==> src/rtl/axis_sync_fifo.sv <==
// AXI-Stream synchronous FIFO, DEPTH = 2**ADDR_WIDTH words.
// Extra pointer wrap bit distinguishes full from empty.
module axis_sync_fifo #(
  parameter int ADDR_WIDTH = 4,
  parameter int DATA_WIDTH = 256
) (
  input  logic                  rst,
  input  logic                  clk,
  input  logic                  s_axis_tvalid,
  output logic                  s_axis_tready,
  input  logic [DATA_WIDTH-1:0] s_axis_tdata,
  output logic [DATA_WIDTH-1:0] m_axis_tdata,
  output logic                  m_axis_tvalid,
  input  logic                  m_axis_tready
);

  localparam int DEPTH = 2 ** ADDR_WIDTH;
  localparam logic [ADDR_WIDTH:0] PTR_INC =
    (ADDR_WIDTH + 1)'(1);

  logic [DATA_WIDTH-1:0] r_mem [DEPTH];

  // Power-up value matches the reset value.
  logic [ADDR_WIDTH:0] r_wr_ptr = '0;
  logic [ADDR_WIDTH:0] r_rd_ptr = '0;

  logic w_empty;
  logic w_full;
  logic w_wr;
  logic w_rd;

  assign w_empty = (r_wr_ptr == r_rd_ptr);
  assign w_full  =
    (r_wr_ptr[ADDR_WIDTH-1:0] == r_rd_ptr[ADDR_WIDTH-1:0]) &&
    (r_wr_ptr[ADDR_WIDTH] != r_rd_ptr[ADDR_WIDTH]);

  assign s_axis_tready = rst && !w_full;
  assign m_axis_tvalid = !w_empty;
  assign m_axis_tdata  = r_mem[r_rd_ptr[ADDR_WIDTH-1:0]];

  assign w_wr = s_axis_tvalid && s_axis_tready;
  assign w_rd = m_axis_tvalid && m_axis_tready;

  always_ff @(posedge clk) begin
    if (!rst) begin
      r_wr_ptr <= '0;
      r_rd_ptr <= '0;
    end else begin
      if (w_wr) r_wr_ptr <= r_wr_ptr + PTR_INC;
      if (w_rd) r_rd_ptr <= r_rd_ptr + PTR_INC;
    end
  end

  // Storage is deliberately not reset.
  always_ff @(posedge clk) begin
    if (w_wr) r_mem[r_wr_ptr[ADDR_WIDTH-1:0]] <= s_axis_tdata;
  end

endmodule

==> config.mk <==
export PLATFORM = sky130hd
export DESIGN_NAME = axis_sync_fifo
export DESIGN_NICKNAME = d
export VERILOG_FILES = /design/src/rtl/axis_sync_fifo.sv
export SDC_FILE = /design/constraint.sdc
export NUM_CORES = 2
export LEC_CHECK = 0
export ABC_CLOCK_PERIOD_IN_PS = 33500
export BUFFER_PORTS_ARGS = -buffer_cell sky130_fd_sc_hd__buf_4
export CORE_ASPECT_RATIO = 0.9
export CORE_MARGIN = 3
export CORE_UTILIZATION = 55
export DETAILED_ROUTE_END_ITERATION = 16
export PLACE_DENSITY = 0.82
export SYNTH_ARGS = -nofsm -noshare
export SYNTH_HDL_FRONTEND = slang
export SYNTH_SLANG_ARGS = --single-unit
==> constraint.sdc <==
create_clock -name clk -period 33.5 [get_ports clk]
set_input_delay 6.7 -clock clk [delete_from_list [all_inputs] [get_ports clk]]
set_output_delay 6.7 -clock clk [all_outputs]
set_load 0.01 [all_outputs]
== After elaboration in Yosys (flattened, before gate mapping) ==
Memories as Yosys holds them, arrays and structs flattened. A register that Yosys moved wholly into a read port is not among the register bits.
Index checks and enable logic that the tools add are counted.

* Reductions and logical operators: 6
* Equality and inequality tests: 3
* $add $sub $neg: 2
* Multiplexer cells: 4

{| class="wikitable"
|+ Operators with widths
! operator !! count
|-
| 5-bit by 1-bit adder with 5-bit output (second input constant) || 2
|-
| 4-bit two-way mux || 2
|-
| 5-bit == test || 1
|-
| 4-bit == test || 1
|-
| 1-bit logical AND || 4
|-
| 1-bit zero test || 2
|-
| 1-bit two-way mux || 2
|-
| 1-bit != test || 1
|}

* Logic and storage cells: 18
* Bits in registers: 10
* RAM bits: 4096
* Memories kept: 1

{| class="wikitable"
|+ Memories
! memory !! depth !! bits a word !! rd ports !! clocked after Yosys merged registers in !! wr ports !! line !! RTL
|-
| r_mem || 16 || 256 || 1 || 1 || 1 || 21 || <nowiki>logic [DATA_WIDTH-1:0] r_mem [DEPTH];</nowiki>
|}

== Depth between registers and ports, before layout ==
* Word-level depth: 7
* Depth in mapped cells: 8
* Depth with buffers taken out: 5

== Worst setup path before layout ==
Ideal clock, no wire load.

* Path type: input to register
* Start point: in s_axis_tvalid
* End point: mem r_mem[11][0] (enable)
* Data required time: 32.003 ns
* Stages on the path: 3
* Data arrival time: 31.181 ns
* Slack: 0.822 ns
* Path through: o21ai_1 clkbuf_1 nor4_1

* Cells in the longest elaborated chain, start to end: 3

{| class="wikitable"
|+ Ends and longest elaborated chain
! what !! line !! RTL
|-
| start: declaration || 9 || <nowiki>input logic s_axis_tvalid,</nowiki>
|-
| 1-bit logical AND || 41 || <nowiki>assign w_wr = s_axis_tvalid && s_axis_tready;</nowiki>
|-
| 1-bit two-way mux || 56 || <nowiki>if (w_wr) r_mem[r_wr_ptr[ADDR_WIDTH-1:0]] <= s_axis_tdata;</nowiki>
|-
| 1-bit two-way mux (implied by the code) || 56 ||
|-
| end: declaration || 21 ||
|}

No other way between the ends.

== Final worst setup path ==
* Start point: in rst
* End point: out s_axis_tready

* Cells in the longest elaborated chain, start to end: 1

{| class="wikitable"
|+ Ends and longest elaborated chain
! what !! line !! RTL
|-
| start: declaration || 7 || <nowiki>input logic rst,</nowiki>
|-
| 1-bit logical AND || 37 || <nowiki>assign s_axis_tready = rst && !w_full;</nowiki>
|-
| end: declaration || 10 || <nowiki>output logic s_axis_tready,</nowiki>
|}

No other way between the ends.

==> flow_summary.json <==
{
  "tns_ps": 0,
  "portBuffers": 517,
  "wl_per_cell_um": 35.3,
  "wl_um": 386000,
  "start_util_pct": 55.4,
  "drive_gt1_share_pct": 33.3,
  "ys_seq_area_share_pct": 79.6,
  "synth_area_um2": 155000,
  "fin_crit_sh_pct": 42.2,
  "antenna_found_initial": 64,
  "ys_seq_elements": 4110,
  "synth_commonest_cells": "edfxtp_1 (4096), mux4_2 (1168), clkbuf_1 (149), buf_2 (143), mux2i_1 (119)",
  "arrival_ps": 7450,
  "cts-root-buf": "clkbuf_16",
  "firstDrtPassIters": 5,
  "vias": 73516,
  "cp-end-kind": "output port",
  "cts_buffers": 393,
  "drv_slew": 0,
  "syn-num-nets": 6410,
  "synth_top_area_share_pct": 79.4,
  "r2r_slack_ps": 27930,
  "ys_types": 31,
  "status": "finished clean",
  "first_iter_violations": 10152,
  "dieArea_um2": 288000,
  "io_pins": 518,
  "grt_pass1_wl_um": 552000,
  "crit_type": "in -> out",
  "hp-class": "reg -> reg",
  "area_growth_pct": 13.8,
  "grt_overflow_total": 0,
  "gp_congestion": 0.758,
  "nNetsFinal": 7122,
  "place_ws_ps": 19420,
  "drc": 0,
  "fp.dieW_um": 565,
  "synth_edf_count": 4096,
  "finClkSkew_ps": 55.7,
  "timing.hold.ws_ps": 530,
  "setup_viol": 0,
  "cts_tree": "done",
  "clock_sinks": 4110,
  "cts_buffer_depth": 4,
  "synth_cells": 6145,
  "setup_ws_ps": 19350,
  "rsz0062_at_grt": "false",
  "htree_levels": 5,
  "dp_hpwl_um": 181000,
  "synth_top_area_cell": "edfxtp_1",
  "crit_path_max_fanout": 25,
  "finalHoldViolations": 0,
  "async_flop_share_pct": 0,
  "post_cts_resized": 0,
  "ant_nets": 0,
  "post-cts-setup-buffers": 0,
  "netlist_top_cells_area": "edfxtp_1 (79%), mux4_2 (17%), mux2i_1 (0.77%), a211oi_1 (0.55%), buf_2 (0.46%)",
  "powerDensity_nw_per_um2": 63.8,
  "clk_pin_slew_worst_paths_ps": 60,
  "fp.coreArea_um2": 280000,
  "startpoint_type": "input port",
  "max_freq_mhz": 70.7,
  "power_leakage_nw": 53.5,
  "drv_cap": 0,
  "holdBufCountCts": 0,
  "grt_max_degree": 145,
  "via_per_inst": 6.72,
  "track_usage_pct": 26.7,
  "slew_headroom_pct": 25.5,
  "vdd_drop_max_mv": 0.0596,
  "ys_warn_count": 0,
  "clk_latency_ps": 880,
  "fp.dieH_um": 509,
  "ys.flop_type": "edfxtp_1",
  "grt_pass1_vias": 76643,
  "worst_pin_slew_ps": 1120,
  "avgSynthCellArea_um2": 25.2,
  "rows": 184,
  "fin_util_pct": 63.0,
  "yosysMostFrequentCell": "edfxtp_1",
  "fin_crit_ps": 14150,
  "cp.required_ps": 26800
}
==> layout make-up <==
class	instances	area, um2
inverter	7	26.3
clock inverter	233	2460
multi-input combinational	1699	30200
timing repair buffer	646	5170
antenna	50	125
tap	3720	4650
fill	16976	104000
sequential	4110	123000
clock buffer	476	10300
==> per-layer routing <==
layer / GRT usage, % / wire, um / up-vias
met1: 34.0 / 132000 / 39121
met2: 44.6 / 198000 / 5230
li1: - / - / 28232
met5: 0 / 288 / -
met3: 6.28 / 39300 / 889
met4: 11.2 / 16400 / 44
==> state kept, by name (all words and copies together) (netlist names), named ones only <==
| signal | flops |
|---|---|
| r_mem | 4096 |
| r_wr_ptr | 5 |
| r_rd_ptr | 5 |
==> where the power goes <==
part	switching (mW)	internal [mW]
Combinational	0.557	0.548
Clock	1.91	2.51
Sequential	0.0209	5.69
==> layout by cell type, fill, tap and decap left out, types with 3 or more instances in the layout <==
| cell type | count |
|---|---|
| o211ai_1 | 4 |
| a211oi_1 | 113 |
| a21oi_1 | 115 |
| inv_1 | 7 |
| buf_4 | 620 |
| clkinv_16 | 8 |
| ha_1 | 5 |
| inv_6 | 6 |
| diode_2 | 50 |
| clkinv_8 | 4 |
| bufinv_16 | 41 |
| dfxtp_4 | 4 |
| inv_16 | 3 |
| clkinv_1 | 82 |
| dfxtp_1 | 10 |
| clkbuf_16 | 397 |
| mux4_2 | 1168 |
| clkbuf_1 | 76 |
| nand2b_1 | 3 |
| clkinvlp_4 | 16 |
| nand3_1 | 3 |
| nor3_2 | 8 |
| nor2b_1 | 112 |
| nand2_1 | 18 |
| edfxtp_1 | 4096 |
| clkinv_2 | 70 |
| mux2i_1 | 119 |
| clkbuf_8 | 3 |
| nand4_1 | 5 |
| buf_12 | 26 |
| xnor2_1 | 5 |
| nor4_2 | 8 |
==> cells by family after synthesis <==
logic type                 count (synthesis)  share of synthesized area, %
and+or+nand+nor                          164                         0.624
xor gates and xnor gates                   6                        0.0339
muxes                                   1287                          17.8
adders and majority gates                  5                        0.0404
buffers and inverters                    336                         0.957
AOI/OAI and AO/OA                        237                         0.961
DFF                                     4110                          79.6
==> final timing paths <==
kind	startpoint	to	depth (start not counted)
worst min-delay path	r_rd_ptr[1]	flop	2
worst max-delay path	rst	s_axis_tready	4
worst max register to register	r_wr_ptr[2]	r_mem[6][54]	8
worst min register to register	r_rd_ptr[1]	flop	2
==> through the flow <==
step           area, um2  power [mW]  instances
3_3_place_gp      163000        6.87      10182
3_5_place_dp      163000        6.91      10182
2_1_floorplan     155000        6.57       6145
6_report          176000        11.2      10941
5_1_grt           176000        11.5      10919
4_1_cts           176000        11.3      10891
==> critical path, stage by stage <==
cell    delay (ps)
buf_4          240
inv_1          160
nor2_1         190
buf_4          150
No activity file was read; power rests on OpenSTA's default activity.
